`src/rtl/alu_pkg.sv`:
```
// -----------------------------------------------------------------------------
// alu_pkg
// Shared definitions for the execute-stage ALU slice.
//   ALU_WIDTH      : default operand/result width in bits
//   ALU_*          : 3-bit operation codes driven by the ALU-control decoder
//   alu_uses_sub() : true for the codes that steer the shared adder into
//                    subtract mode (SUB and SLT)
// -----------------------------------------------------------------------------
package alu_pkg;

    localparam int unsigned ALU_WIDTH = 32;

    localparam logic [2:0] ALU_AND = 3'b000;
    localparam logic [2:0] ALU_OR  = 3'b001;
    localparam logic [2:0] ALU_ADD = 3'b010;
    localparam logic [2:0] ALU_NOR = 3'b100;
    localparam logic [2:0] ALU_SUB = 3'b110;
    localparam logic [2:0] ALU_SLT = 3'b111;

    // SLT is resolved from A - B, so it shares the subtract path with SUB.
    function automatic logic alu_uses_sub(input logic [2:0] op);
        logic uses_sub;
        case (op)
            ALU_SUB: uses_sub = 1'b1;
            ALU_SLT: uses_sub = 1'b1;
            default: uses_sub = 1'b0;
        endcase
        return uses_sub;
    endfunction

endpackage

```
`src/rtl/alu_addsub.sv`:
```
// -----------------------------------------------------------------------------
// alu_addsub
// Purely combinational WIDTH-bit adder/subtractor shared by ADD, SUB and SLT.
// Subtraction is formed as a + ~b + 1; the carry-out is not produced.
// Ports:
//   a_i    : operand A
//   b_i    : operand B
//   sub_i  : 1 = compute a_i - b_i, 0 = compute a_i + b_i
//   sum_o  : result modulo 2^WIDTH
//   ovf_o  : two's-complement signed overflow of the selected operation
//   sign_o : most significant bit of sum_o
// -----------------------------------------------------------------------------
module alu_addsub #(
    parameter int WIDTH = 32
) (
    input  logic [WIDTH-1:0] a_i,
    input  logic [WIDTH-1:0] b_i,
    input  logic             sub_i,
    output logic [WIDTH-1:0] sum_o,
    output logic             ovf_o,
    output logic             sign_o
);

    logic [WIDTH-1:0] b_eff_s;
    logic [WIDTH-1:0] cin_s;
    logic [WIDTH-1:0] sum_s;

    // Operand conditioning and the single shared adder. The +1 of the
    // two's-complement negate enters as the carry-in.
    always_comb begin
        b_eff_s = {WIDTH{1'b0}};
        cin_s   = {WIDTH{1'b0}};
        if (sub_i) begin
            b_eff_s = ~b_i;
            cin_s   = {{(WIDTH-1){1'b0}}, 1'b1};
        end else begin
            b_eff_s = b_i;
            cin_s   = {WIDTH{1'b0}};
        end
        sum_s = a_i + b_eff_s + cin_s;
    end

    // Overflow is judged against the effective second operand: operands of
    // equal sign producing a result of the other sign. With b inverted this
    // is exactly the subtract rule (signs of a and b differ, result sign
    // differs from a).
    assign ovf_o  = (a_i[WIDTH-1] == b_eff_s[WIDTH-1]) &&
                    (sum_s[WIDTH-1] != a_i[WIDTH-1]);
    assign sum_o  = sum_s;
    assign sign_o = sum_s[WIDTH-1];

endmodule

```
`src/rtl/alu_exec.sv`:
```
// -----------------------------------------------------------------------------
// alu_exec
// 32-bit MIPS-style execute-stage ALU with registered result and flags.
// Operands sampled on a rising edge with in_valid=1 appear on the outputs
// after that edge; with in_valid=0 the result and flags hold and out_valid
// drops. One result per cycle, no stall.
// Ports:
//   clk       : rising-edge clock
//   rst_n     : asynchronous active-low reset
//   in_valid  : A, B and ALUctrl are valid this cycle
//   A, B      : operands (rs, rt/immediate)
//   ALUctrl   : operation select (see alu_pkg)
//   res       : registered result
//   zero      : registered, 1 when res == 0
//   overflow  : registered signed overflow for ADD/SUB, else 0
//   out_valid : registered copy of in_valid
// -----------------------------------------------------------------------------
module alu_exec
    import alu_pkg::*;
#(
    parameter int WIDTH = ALU_WIDTH
) (
    input  logic             clk,
    input  logic             rst_n,
    input  logic             in_valid,
    input  logic [WIDTH-1:0] A,
    input  logic [WIDTH-1:0] B,
    input  logic [2:0]       ALUctrl,
    output logic [WIDTH-1:0] res,
    output logic             zero,
    output logic             overflow,
    output logic             out_valid
);

    logic             sub_s;
    logic [WIDTH-1:0] sum_s;
    logic             ovf_s;
    logic             sign_s;
    logic             lt_s;

    logic [WIDTH-1:0] alu_res_s;
    logic             alu_ovf_s;

    logic [WIDTH-1:0] res_d;
    logic [WIDTH-1:0] res_q;
    logic             zero_d;
    logic             zero_q;
    logic             ovf_d;
    logic             ovf_q;
    logic             valid_d;
    logic             valid_q;

    assign sub_s = alu_uses_sub(ALUctrl);

    alu_addsub #(
        .WIDTH (WIDTH)
    ) u_addsub (
        .a_i    (A),
        .b_i    (B),
        .sub_i  (sub_s),
        .sum_o  (sum_s),
        .ovf_o  (ovf_s),
        .sign_o (sign_s)
    );

    // Signed less-than: the sign of A - B is wrong exactly when the
    // subtraction overflowed, so XOR corrects it.
    assign lt_s = sign_s ^ ovf_s;

    // Opcode mux; reserved and undefined codes produce zero with no overflow.
    always_comb begin
        alu_res_s = {WIDTH{1'b0}};
        alu_ovf_s = 1'b0;
        case (ALUctrl)
            ALU_AND: begin
                alu_res_s = A & B;
                alu_ovf_s = 1'b0;
            end
            ALU_OR: begin
                alu_res_s = A | B;
                alu_ovf_s = 1'b0;
            end
            ALU_ADD: begin
                alu_res_s = sum_s;
                alu_ovf_s = ovf_s;
            end
            ALU_SUB: begin
                alu_res_s = sum_s;
                alu_ovf_s = ovf_s;
            end
            ALU_SLT: begin
                alu_res_s = {{(WIDTH-1){1'b0}}, lt_s};
                alu_ovf_s = 1'b0;
            end
            ALU_NOR: begin
                alu_res_s = ~(A | B);
                alu_ovf_s = 1'b0;
            end
            default: begin
                alu_res_s = {WIDTH{1'b0}};
                alu_ovf_s = 1'b0;
            end
        endcase
    end

    // Next-state for the output registers. zero is derived from the same
    // value that is loaded into res, so the two registers always agree.
    always_comb begin
        res_d   = res_q;
        zero_d  = zero_q;
        ovf_d   = ovf_q;
        valid_d = in_valid;
        if (in_valid) begin
            res_d  = alu_res_s;
            zero_d = (alu_res_s == {WIDTH{1'b0}});
            ovf_d  = alu_ovf_s;
        end else begin
            res_d  = res_q;
            zero_d = zero_q;
            ovf_d  = ovf_q;
        end
    end

    // Output registers; reset clears any in-flight result immediately.
    always_ff @(posedge clk or negedge rst_n) begin
        if (!rst_n) begin
            res_q   <= {WIDTH{1'b0}};
            zero_q  <= 1'b1;
            ovf_q   <= 1'b0;
            valid_q <= 1'b0;
        end else begin
            res_q   <= res_d;
            zero_q  <= zero_d;
            ovf_q   <= ovf_d;
            valid_q <= valid_d;
        end
    end

    assign res       = res_q;
    assign zero      = zero_q;
    assign overflow  = ovf_q;
    assign out_valid = valid_q;

endmodule

```
`config.mk`:
```
export PLATFORM = sky130hd
export DESIGN_NAME = alu_exec
export DESIGN_NICKNAME = d
export VERILOG_FILES = /design/src/rtl/alu_pkg.sv /design/src/rtl/alu_addsub.sv /design/src/rtl/alu_exec.sv
export SDC_FILE = /design/constraint.sdc
export NUM_CORES = 1
export LEC_CHECK = 0
export BUFFER_PORTS_ARGS = -buffer_cell sky130_fd_sc_hd__buf_4
export CORE_MARGIN = 2
export CORE_UTILIZATION = 28
export CTS_BUF_LIST = sky130_fd_sc_hd__clkbuf_4
export DETAILED_ROUTE_END_ITERATION = 12
export SLEW_MARGIN = 20
export SYNTH_ARGS = -nofsm -noshare
export SYNTH_HDL_FRONTEND = slang
export SYNTH_SLANG_ARGS = --single-unit
```
`constraint.sdc`:
```
create_clock -name clk -period 1.2 [get_ports clk]
set_input_delay 0.18 -clock clk [delete_from_list [all_inputs] [get_ports clk]]
set_output_delay 0.18 -clock clk [all_outputs]
set_load 0.02 [all_outputs]
```
; Yosys cells after proc, flatten, opt, wreduce, memory -nomap -nowiden
; Index checks and enable logic that the tools add are counted.
[word_totals]
in_bits = 70
ff_bits = 35
elab_cells = 28
out_inout_bits = 35
[op_classes]
n_reduce_logical = 5
eq_ne = 7
n_mux = 5
n_addsub = 2
bitwise = 5
[op_table]
columns = operator, n
row1 = 32-bit one-hot mux with 5 select lines, 1
row2 = 32-bit inverter, 2
row3 = 32-bit by 1-bit adder with 32-bit output, 1
row4 = 32-bit adder, 1
row5 = 32-bit AND, 1
row6 = 32-bit zero test, 1
row7 = 32-bit two-way mux, 1
row8 = 32-bit bitwise OR, 1
row9 = "3-bit equality test, second input constant", 3
row10 = 2-bit OR reduction, 2
row11 = "3-bit by 1-bit equality test with 1-bit output, second input constant", 1
row12 = "3-bit by 2-bit equality test with 1-bit output, second input constant", 1
row13 = 3-bit zero test, 1
row14 = 1-bit two-way mux, 3
row15 = 1-bit equality test, 1
row16 = 1-bit logical AND, 1
row17 = 1-bit != test, 1
row18 = 1-bit bitwise XOR, 1

; Logic depth before layout (Yosys ltp)
; Gate-level depths: netlist of the first run.
[depth]
depth_word = 11
depth_mapped = 17

; Cells and area by module
; From an unflattened synthesis of the first run, not the netlist that was laid out.
[hier_totals]
hier_cells = 574
hier_area_um2 = 4619.4
[by_module_without_submodules]
columns = mod, cells_per_inst, area_per_inst_um2, n_inst, seq_area_each_um2
row1 = alu_exec, 285, 2548.7, 1, 877.1
row2 = alu_addsub, 289, 2070.7, 1, 0.0

; Worst setup path after synthesis of the first run
; OpenSTA, ideal clock, no wires.
[synth_path]
path_type = in2reg
from = in ALUctrl[1]
to = reg zero_q (netlist: zero)
stages = 16
t_arrival_ps = 3541
path_slack_ps = -2430
required_ps = 1111
cell_sequence = clkbuf_8 nand2_1 buf_1 xnor2_1 ha_1 a21o_1 o21bai_1 a311oi_2 a21boi_1 or3b_1 buf_6 a21boi_1 nor3_2 nor3b_1 nand4_1 o32ai_2
[synth_between]
elab_chain_len = 11
[synth_lines]
columns = element, line
row1 = from (decl), alu_exec.sv:28  ; input logic [2:0] ALUctrl,
row2 = 3-bit equality test, "alu_pkg.sv:23, alu_exec.sv:74"
row3 = 2-bit OR reduction (no source line), n/a
row4 = 1-bit two-way mux, alu_pkg.sv:23  ; case (op)
row5 = 32-bit two-way mux, alu_addsub.sv:33  ; if (sub_i) begin
row6 = 32-bit adder, alu_addsub.sv:40  ; sum_s = a_i + b_eff_s + cin_s;
row7 = 32-bit by 1-bit adder with 32-bit output, alu_addsub.sv:40
row8 = 1-bit != test, alu_addsub.sv:48  ; (sum_s[WIDTH-1] != a_i[WIDTH-1]);
row9 = 1-bit logical AND, alu_addsub.sv:47  ; assign ovf_o = (a_i[WIDTH-1] == b_eff_s[WIDTH-1]) &&
row10 = 1-bit bitwise XOR, alu_exec.sv:68  ; assign lt_s = sign_s ^ ovf_s;
row11 = 32-bit one-hot mux with 5 select lines (*), alu_exec.sv:74  ; case (ALUctrl)
row12 = 32-bit zero test (*), alu_exec.sv:115  ; zero_d = (alu_res_s == {WIDTH{1'b0}});
row13 = to (signal assigned), alu_exec.sv:133  ; zero_q <= zero_d;
row14 = to (decl), alu_exec.sv:47  ; logic zero_q;
; Mark *: on every way between the ends. The rest lies on a longest branch, timed or not.
; A chain may end at the register's enable or synchronous reset.

; Worst setup path after layout of the first run
; Same ends and word-level chain as after synthesis.

==> impl_metrics.tcl, run 1 <==
set metrics [dict create \
    status "finished, violations left" \
    violations "negative setup slack" \
    layout_min_cycle_time_ps 2930 \
    io_buffers 104 \
    postRouteAntennaNets 0 \
    antenna_found_initial 0 \
    syn_nets 746 \
    first_iter_violations 315 \
    viasPerCell 5.324 \
    crit_end "zero" \
    grt_overflow_total 0 \
    final_common_cell "buf_4" \
    diodes 0 \
    crit_chain "buf_12, nand2_8, buf_12, xnor2_1, ha_1, nand4_1, buf_6, nor2_2, o211ai_1, o21ai_2, buf_4, xnor2_2, o22ai_2, a2111o_1, nor4_2, nand4_1, o32ai_2" \
    max_freq_mhz 341.3 \
    grt_pass1_wl_mm 31.49 \
    cts_tree "built" \
    syn2layout_area_growth_pct 78.07 \
    clock-sinks 35 \
    ys_types 81 \
    synthCells 638 \
    drive_gt1_share_pct 55.07 \
    path_clk_slew_ps 110 \
    fin_nets 1073 \
    syn_area_um2 4987 \
    peakVddDrop_mv 0.8148 \
    r2r_end "zero" \
    cp_max_fo 9 \
    synthXorXnorAreaFrac_pct 8.254 \
    busiest_layer "met2" \
    seq_area_frac_synth_pct 17.59 \
    final_cell_mix "buf_4 (327), nor2_1 (56), nand2_1 (51), dfrtp_1 (34), a21oi_1 (32)" \
    worstSetupStartpoint "ALUctrl[1]" \
    power.leakage_nw 3.988 \
    start_util_pct 28.73 \
    drc_errors 0 \
    drv_cap 0 \
    worstSkewPairLatency_ps 330 \
    avgRoutedWirePerCell_um 17.62 \
    core-area_um2 17360 \
    synth_compound_area_share_pct 30.51 \
    synth_top_family_by_area "compound AO/OA/AOI/OAI gates" \
    arrival_ps 3190 \
    use_met3_pct 1.656 \
    htreeDepth 2 \
    power.density_nw_per_um2 874.3 \
    ff_latch_area_um2 877.1 \
    max_stage_delay_ps 390 \
    fill_cells 1576 \
    die_h_um 137.5 \
    grt_use_met1_pct 29.00 \
    finalWeightedCongestion 0.9271 \
    worst_pin_slew_ps 465.8 \
    die_w_um 137.5 \
    critPathCaptureType "flip-flop" \
    slowest_stage "ha_1" \
    maxSlewViolCount 0 \
    async_reset_ff_share_pct 100.0 \
    synth-edff-count 0 \
    startpoint_type "primary input" \
    num_vias 6341 \
    clock_path_buffers 2 \
    place_area_um2 7553 \
    use_met2_pct 35.46 \
    ff2ff_path_depth 2 \
    r2r-start "zero" \
    yosysWarnings 0 \
    first_pass_iters 5 \
    grtUsageTotal_pct 21.23 \
    ys_seq_elements 35 \
    finalHoldViolCount 0 \
    reg2reg_slack_ps 390 \
    min_path_type "in -> reg" \
    grt_pass1_vias 6099 \
    skew_ps 0 \
    syn_avg_cell_area_um2 7.817 \
    cts_root_buf "clkbuf_4" \
    holdPathStages 2 \
    synthMuxAreaShare_pct 3.337 \
    row_count 48 \
    setup_viol 35 \
    cp_data_required_time_ps 1460 \
    synth-main-ff-cell "dfrtp_1" \
    rsz0062_at_grt "yes" \
    boundaryPins 105 \
    period_share_pct 244.1 \
    synthAdderAreaFrac_pct 13.32 \
    die_area_um2 18900 \
    fin_ws_ps -1730 \
    drt-total-wl_mm 20.99 \
    synthSimpleGateAreaFrac_pct 20.75 \
    grt_max_degree 39 \
    cts_made_buffers 5 \
    post-route-util_pct 51.17 \
    worst-setup-path-type "in -> reg" \
    postLayoutCellArea_um2 8881 \
    multi_input_area_um2 4760 \
    hpwlAfterDp_mm 15.53 \
    slew_headroom_pct 68.68 \
]
[sequential cells by signal, indices dropped and copies added (netlist names)]
signal,cells
out_valid,1
zero,1
overflow,1
res,32
[metrics by stage]
| step | worst slack, ps | TNS, ps | total power [mW] | hold slack [ps] | instances |
|---|---|---|---|---|---|
| after floorplan | -1966 | -42650 | 3.738 | -115.6 | 638 |
| after global placement | -2212 | -53530 | 5.894 | 158.3 | 1148 |
| after detailed placement | -2325 | -54690 | 5.907 | 156.1 | 1148 |
| after CTS | -1623 | -36710 | 7.131 | 185.4 | 1180 |
| after global routing | -1869 | -41020 | 8.246 | 186.6 | 1191 |
| final | -1730 | -38520 | 7.764 | 201.5 | 1191 |
[worst max-delay path: cells and delay by family]
kind            cells  cell delay [ps]
compound gates      5             1060
buf+inv             4              540
fa+ha+maj           1              390
xor+xnor            2              220
simple gates        5              770
[cell type report]
class                           count  area share, %
Multi-Input combinational cell    552          53.59
Clock inverter                      2        0.09862
Sequential cell                    35          9.876
Clock buffer                        6         0.5072
Inverter                           14         0.5917
Timing Repair Buffer              357          32.16
Tap cell                          225          3.170
[synthesized netlist by cell type (4+ instances only)]
library cell,count,share of area (%)
a21oi_1,62,6.2
nand2_1,62,4.7
nor2_1,59,4.4
xnor2_1,40,7.0
ha_1,37,9.3
dfrtp_1,34,17
o21ai_0,29,2.9
nor3_1,23,2.3
a22oi_1,17,2.6
maj3_1,17,3.4
clkbuf_1,16,1.2
a21o_1,15,2.3
o31ai_1,14,2.1
inv_1,13,0.98
mux2_2,13,2.9
nand4_1,11,1.4
o21a_1,11,1.7
clkbuf_8,9,2.5
nand3_1,8,0.80
a211oi_1,7,1.1
buf_1,7,0.53
o211ai_1,7,1.1
o22ai_1,7,0.88
xor2_1,7,1.2
a2111oi_0,6,1.1
a31oi_1,6,0.75
and3_1,6,0.75
nor3b_1,6,0.90
nor4_2,4,1.0
o32ai_1,4,0.70
[power by group]
part	internal, mW	switching [mW]
sequential	1.35	0.105
clock	0.243	0.380
combinational	2.87	2.82
[kinds of logic (layout without fill, tap and decap cells)]
| logic type | count (synthesis) | count (layout) |
|---|---|---|
| buffers and inverters | 52 | 379 |
| AO/OA/AOI/OAI | 224 | 224 |
| AND/OR/NAND/NOR | 209 | 210 |
| flip-flops | 35 | 35 |
| multiplexers | 15 | 15 |
| adder cells (fa/ha/maj) | 56 | 56 |
| XOR/XNOR | 47 | 47 |
[worst min-delay path by stage]
stage | endpoint | slack (ps) | startpoint
5_1_grt | out_valid | 190 | in_valid
3_5_place_dp | res[20] | 160 | rst_n
6_report | out_valid | 200 | in_valid
2_1_floorplan | out_valid | -120 | rst_n
4_1_cts | out_valid | 190 | in_valid
3_3_place_gp | res[20] | 160 | rst_n
[routing by layer]
| metal | wire length, um | vias to the layer above | share of wire (%) |
|---|---|---|---|
| met5 | 0 | - | 0 |
| met3 | 973 | 44 | 4.6 |
| met2 | 9833 | 187 | 47 |
| met1 | 9629 | 3040 | 46 |
| met4 | 550 | 0 | 2.6 |
| li1 | - | 3070 | - |
[repair_timing]
action                                  in CTS  in global routing
gates cloned                                 1                  0
endpoints found under the setup margin      35                 35
hold buffers                                 1                  0
pin swaps                                   56                 66
buffers inserted                            22                 16
resized for setup                          109                 94
hold endpoints to repair                    34                  0
Power figures use the tool's default switching activity.
==> run 2, diff against run 1 <==
Settings changed: CORE_UTILIZATION 28 to 45, PLACE_DENSITY from default to 0.68.
==> impl_metrics.tcl, run 2 (synthesized netlist as in run 1, its figures left out) <==
set metrics [dict create \
    status "finished, violations left" \
    violations "negative setup slack" \
    die_w_um 109.3 \
    use_met2_pct 56.92 \
    min_path_type "in -> reg" \
    crit_path_frequent_cell "buf_4" \
    hpwlAfterDp_mm 15.89 \
    syn2layout_area_growth_pct 77.42 \
    grt_use_met1_pct 46.17 \
    slowest_stage "a221o_1" \
    path_depth 16 \
    slew_headroom_pct 66.30 \
    hold_end "out_valid" \
    cp_max_fo 8 \
    ff2ff_path_depth 2 \
    clock-sinks 35 \
    final_cell_mix "buf_4 (353), nor2_1 (56), nand2_1 (55), a21oi_1 (36)" \
    diodes 0 \
    r2r_end "zero" \
    reg2reg_slack_ps 390 \
    p_sw_share_pct 43.09 \
    grt_max_degree 39 \
    viasPerCell 5.981 \
    crit_chain "buf_8, nand2_8, clkbuf_16, xnor2_4, ha_4, o211a_1, o31a_1, o21ai_2, a41oi_2, a221o_1, buf_4, xor2_1, a22oi_1, buf_4, nand4_1, o32ai_2" \
    die_area_um2 11940 \
    pwr-share-clk_pct 8.5 \
    cts_made_buffers 5 \
    finalHoldViolCount 0 \
    period_share_pct 253.3 \
    drive_gt1_share_pct 54.82 \
    critical_path.top_delay_family "compound AO/OA/AOI/OAI gates" \
    drc_errors 0 \
    p_sw_mw 3.397 \
    grt_overflow_total 0 \
    fill_cells 677 \
    startpoint_type "primary input" \
    antenna_found_initial 0 \
    holdPathStages 2 \
    stdcell_count 1125 \
    power.density_nw_per_um2 890.8 \
    rsz0062_at_grt "yes" \
    grt_pass1_vias 6317 \
    postRouteAntennaNets 0 \
    dpl.cell_count 1068 \
    finalWeightedCongestion 1.007 \
    skew_ps 0 \
    max_freq_mhz 329.0 \
    drv_cap 0 \
    hp-start "in_valid" \
    start_util_pct 46.01 \
    layout_min_cycle_time_ps 3040 \
    worst_pin_slew_ps 505.5 \
    largest_register_ff_count 32 \
    boundaryPins 105 \
    use_met3_pct 6.575 \
    busiest_layer "met2" \
    place_area_um2 7485 \
    fin_nets 1092 \
    first_iter_violations 499 \
    critPathBufInv 4 \
    avgRoutedWirePerCell_um 19.77 \
    power.internal_mw 4.486 \
    max_stage_delay_ps 390 \
    post-route-util_pct 81.63 \
    power_frac_seq_pct 18.4 \
    cts_root_buf "clkbuf_4" \
    clock_path_buffers 2 \
    postLayoutCellArea_um2 8848 \
    io_buffers 104 \
    worst-setup-path-type "in -> reg" \
    htreeDepth 2 \
    peakVddDrop_mv 1.003 \
    grtUsageTotal_pct 34.83 \
    num_vias 6729 \
    setup_viol 35 \
    path_clk_slew_ps 110 \
    core-area_um2 10840 \
    grt_pass1_wl_mm 31.95 \
    drt-total-wl_mm 22.24 \
    critPathCaptureType "flip-flop" \
    arrival_ps 3320 \
    worstSkewPairLatency_ps 350 \
    p_comb_share_pct 73.2 \
    final_common_cell "buf_4" \
    r2r-start "zero" \
    die_h_um 109.3 \
    power.leakage_nw 4.075 \
    cts_tree "built" \
    cp_data_required_time_ps 1480 \
    fin_ws_ps -1840 \
    row_count 38 \
    first_pass_iters 5 \
    maxSlewViolCount 0 \
]
## run 2: cell types whose count changed in the layout (fill, tap and decap cells not counted), moves of 4 or more
| cell | previous run | this run |
|---|---|---|
| a21oi_1 | 32 | 36 |
| buf_6 | 21 | 15 |
| buf_12 | 7 | 3 |
| buf_4 | 327 | 353 |
| nand2_1 | 51 | 55 |
| ha_1 | 30 | 34 |
## run 2: power groups by stage
stage,Clock (mW),Combinational [mW],Sequential [mW]
2_1_floorplan,0,2.07,1.67
3_3_place_gp,0,4.42,1.46
3_5_place_dp,0,4.47,1.47
4_1_cts,0.682,4.98,1.45
5_1_grt,0.722,6.10,1.47
6_report,0.667,5.77,1.45
## run 2: how the worst max path moves through the flow
| stage | startpoint | endpoint | slack [ps] |
|---|---|---|---|
| after floorplan | ALUctrl[1] | zero | -1970 |
| after global placement | ALUctrl[2] | zero | -2360 |
| after detailed placement | ALUctrl[2] | zero | -2330 |
| after CTS | ALUctrl[2] | zero | -1740 |
| after global routing | ALUctrl[1] | zero | -1940 |
| final | ALUctrl[1] | zero | -1840 |
## run 2: area by class of cell
class | count | area (um2) | share of cell area (%)
clock buffers | 7 | 52.55 | 0.5939
clock inverters | 1 | 5.005 | 0.05656
repair buffers | 377 | 2974 | 33.61
flip-flops and latches | 35 | 877.1 | 9.912
well taps | 140 | 175.2 | 1.980
multi-input cells | 551 | 4712 | 53.25
inverters | 14 | 52.55 | 0.5939
## run 2: metrics by stage
stage / total power, mW / hold WS (ps) / setup TNS, ps / setup slack (ps)
3_5_place_dp: 5.941 / 155.8 / -55370 / -2329
5_1_grt: 8.293 / 218.3 / -44410 / -1945
3_3_place_gp: 5.877 / 141.1 / -53780 / -2362
2_1_floorplan: 3.738 / -115.6 / -42650 / -1966
4_1_cts: 7.116 / 204.5 / -37940 / -1739
6_report: 7.883 / 223.2 / -41870 / -1840
## run 2: repair_timing
item,CTS,global route
gates cloned,0,1
hold buffers,1,0
buffers inserted,22,29
endpoints found under the hold margin,34,0
endpoints found under the setup margin,35,35
pin swaps,37,70
gates resized for setup,93,88
## run 2: routing by layer
metal	vias to the layer above	wire length (um)
li1	3110	-
met1	3239	9490
met4	0	726
met2	303	10320
met5	-	0
met3	77	1704
==> run 3, diff against run 2 <==
Settings changed: ABC_AREA from default to 1.
==> impl_metrics.tcl, run 3 <==
set metrics [dict create \
    worst_pin_slew_ps 554.6 \
    peakVddDrop_mv 0.7192 \
    p_sw_mw 3.657 \
    async_reset_ff_share_pct 100.0 \
    startpoint_type "primary input" \
    htreeDepth 2 \
    ys_types 40 \
    critPathCaptureType "flip-flop" \
    cts_tree "built" \
    final_common_cell "buf_4" \
    postRouteAntennaNets 0 \
    layout_min_cycle_time_ps 2629 \
    final_cell_mix "buf_4 (308), nand2_1 (146), inv_1 (86), nor2_1 (62), nand2_2 (61)" \
    min_path_type "in -> reg" \
    synthTopCellsByArea "dfrtp_1 (17%), nand2_1 (15%), ha_1 (9.2%)" \
    syn2layout_area_growth_pct 79.07 \
    met3WireLength_mm 2.133 \
    post-route-util_pct 82.84 \
    multi_input_area_um2 4731 \
    max_stage_delay_ps 400 \
    grt_pass1_wl_mm 33.41 \
    power.leakage_nw 4.423 \
    worstSkewPairLatency_ps 320 \
    seq_area_frac_synth_pct 17.49 \
    status "finished, violations left" \
    die_area_um2 12000 \
    drv_cap 0 \
    ys_top_cells_by_count "nand2_1 (204), inv_1 (101), nor2_1 (97)" \
    viasPerCell 5.755 \
    diodes 0 \
    drive_gt1_share_pct 50.65 \
    drc_errors 0 \
    power_frac_seq_pct 18.0 \
    crit_path_frequent_cell "nand2_1" \
    syn_avg_cell_area_um2 6.079 \
    ff_latch_area_um2 877.1 \
    die_w_um 109.6 \
    synth_most_common_cell "nand2_1" \
    row_count 38 \
    pwr-share-clk_pct 8.1 \
    io_buffers 104 \
    synth_top_cell_by_area "dfrtp_1" \
    period_share_pct 219.1 \
    power.internal_mw 4.295 \
    clock-sinks 35 \
    grt_max_degree 40 \
    wl_met2_mm 10.62 \
    skew_ps 0 \
    worst-setup-path-type "in -> reg" \
    core-area_um2 10840 \
    power.density_nw_per_um2 885.5 \
    grt_overflow_total 0 \
    die_h_um 109.6 \
    finalWeightedCongestion 0.9746 \
    hpwlAfterDp_mm 16.73 \
    grtUsageTotal_pct 35.64 \
    synth-main-ff-cell "dfrtp_1" \
    synth_top_cell_area_share_pct 16.97 \
    p_comb_share_pct 73.9 \
    arrival_ps 2900 \
    start_util_pct 46.26 \
    cts_made_buffers 5 \
    grt_pass1_vias 6964 \
    crit_chain "buf_12, inv_12, nand3_4, nand2_8, buf_12, xor2_1, ha_2, nand2_2, nor2_4, inv_2, nor3_2, nand2_1, nand2_1, nand2_1, nand3_1, nand2_2, inv_2, nand3_1, nor2_1, nand2_1, nor2_1, nand3_1, nand2_1" \
    fin_nets 1256 \
    syn_area_um2 5015 \
    boundaryPins 105 \
    synthCells 825 \
    stdcell_count 1289 \
    largest_register_ff_count 32 \
    yosysWarnings 0 \
    fill_cells 697 \
    rsz0062_at_grt "yes" \
    p_sw_share_pct 45.99 \
    avgRoutedWirePerCell_um 18.01 \
    dpl.cell_count 1249 \
    violations "negative setup slack" \
    first_iter_violations 883 \
    ys_seq_elements 35 \
    clock_path_buffers 2 \
    slowest_stage "ha_2" \
    fin_ws_ps -1429 \
    highest_layer "met4" \
    finalHoldViolCount 0 \
    first_pass_iters 6 \
    num_vias 7418 \
    drt-total-wl_mm 23.21 \
    wirelength_met1_mm 9.325 \
    cp_max_fo 6 \
    syn_nets 933 \
    setup_viol 34 \
    max_freq_mhz 380.3 \
    path_clk_slew_ps 90 \
    maxSlewViolCount 0 \
    synth-edff-count 0 \
    antenna_found_initial 0 \
    cts_root_buf "clkbuf_4" \
    slew_headroom_pct 62.85 \
    cp_data_required_time_ps 1470 \
]
run 3: cell count changes after synthesis, moves of 12 or more:
cell,previous run,this run
nand2_1,62,204
inv_1,13,101
nand3_1,8,65
xnor2_1,40,1
nor2_1,59,97
a31oi_1,6,33
xor2_1,7,31
a21oi_1,62,39
o21ai_0,29,47
a22oi_1,17,0
maj3_1,17,0
mux2_2,13,0
a21o_1,15,3
run 3: worst paths after layout:
kind / from / to / slack (ps) / cells past startpoint
min reg2reg: overflow / overflow / 490 / 2
max: ALUctrl[0] / zero / -1430 / 23
min: in_valid / res[4] / 260 / 4
max in group asynchronous: rst_n / zero / 530 / 2
max reg2reg: zero / zero / 480 / 2
min in group asynchronous: rst_n / res[5] / 340 / 2
run 3: metrics by stage:
step / instance area [um2] / power [mW] / hold slack (ps) / TNS (ps) / setup WS (ps)
2_1_floorplan: 5151 / 3.709 / -115.6 / -24690 / -1111
3_3_place_gp: 7542 / 5.778 / 141.8 / -44970 / -1698
3_5_place_dp: 7542 / 5.882 / 150.0 / -47700 / -1754
4_1_cts: 8329 / 7.141 / 255.3 / -31290 / -1240
5_1_grt: 8980 / 8.403 / 283.9 / -38120 / -1500
6_report: 8980 / 7.952 / 262.2 / -35700 / -1429
run 3: kinds of logic after synthesis:
kind of cell / count (synthesis) / share of synthesized area (%)
AND/OR/NAND/NOR: 434 / 38.00
adder cells (fa/ha/maj): 38 / 9.631
flip-flops: 35 / 17.49
XOR/XNOR: 32 / 5.589
AO/OA/AOI/OAI: 160 / 19.19
buffers and inverters: 126 / 10.10
run 3: power groups by stage:
stage,Clock [mW],Sequential (mW),Combinational [mW]
global placement,0,1.44,4.34
global route,0.723,1.45,6.23
detailed placement,0,1.45,4.43
finish,0.646,1.43,5.88
CTS,0.667,1.43,5.05
floorplan,0,1.63,2.08
run 3: final cells by class:
cell class | count | area share [%]
inverters | 106 | 4.598
repair buffers | 336 | 30.33
flip-flops and latches | 35 | 9.767
multi-input cells | 664 | 52.68
clock buffers | 8 | 0.6688
well taps | 140 | 1.951
run 3: layer usage:
metal	vias to the layer above	global-route usage, %
li1	3420	-
met1	3452	46.94
met2	438	59.04
met3	108	5.276
met4	0	12.93
met5	-	0
run 3: repair_timing:
action	CTS	global route
hold buffers	1	0
buffers inserted	20	12
gates cloned	2	0
setup endpoints to repair	34	35
pin swaps	74	57
endpoints found under the hold margin	34	0
resized for setup	158	115
run 3: critical path, delay by kind of cell:
kind,cells,cell delay [ps]
fa+ha+maj,1,400
xor+xnor,1,140
simple gates,16,1720
buf+inv,5,440
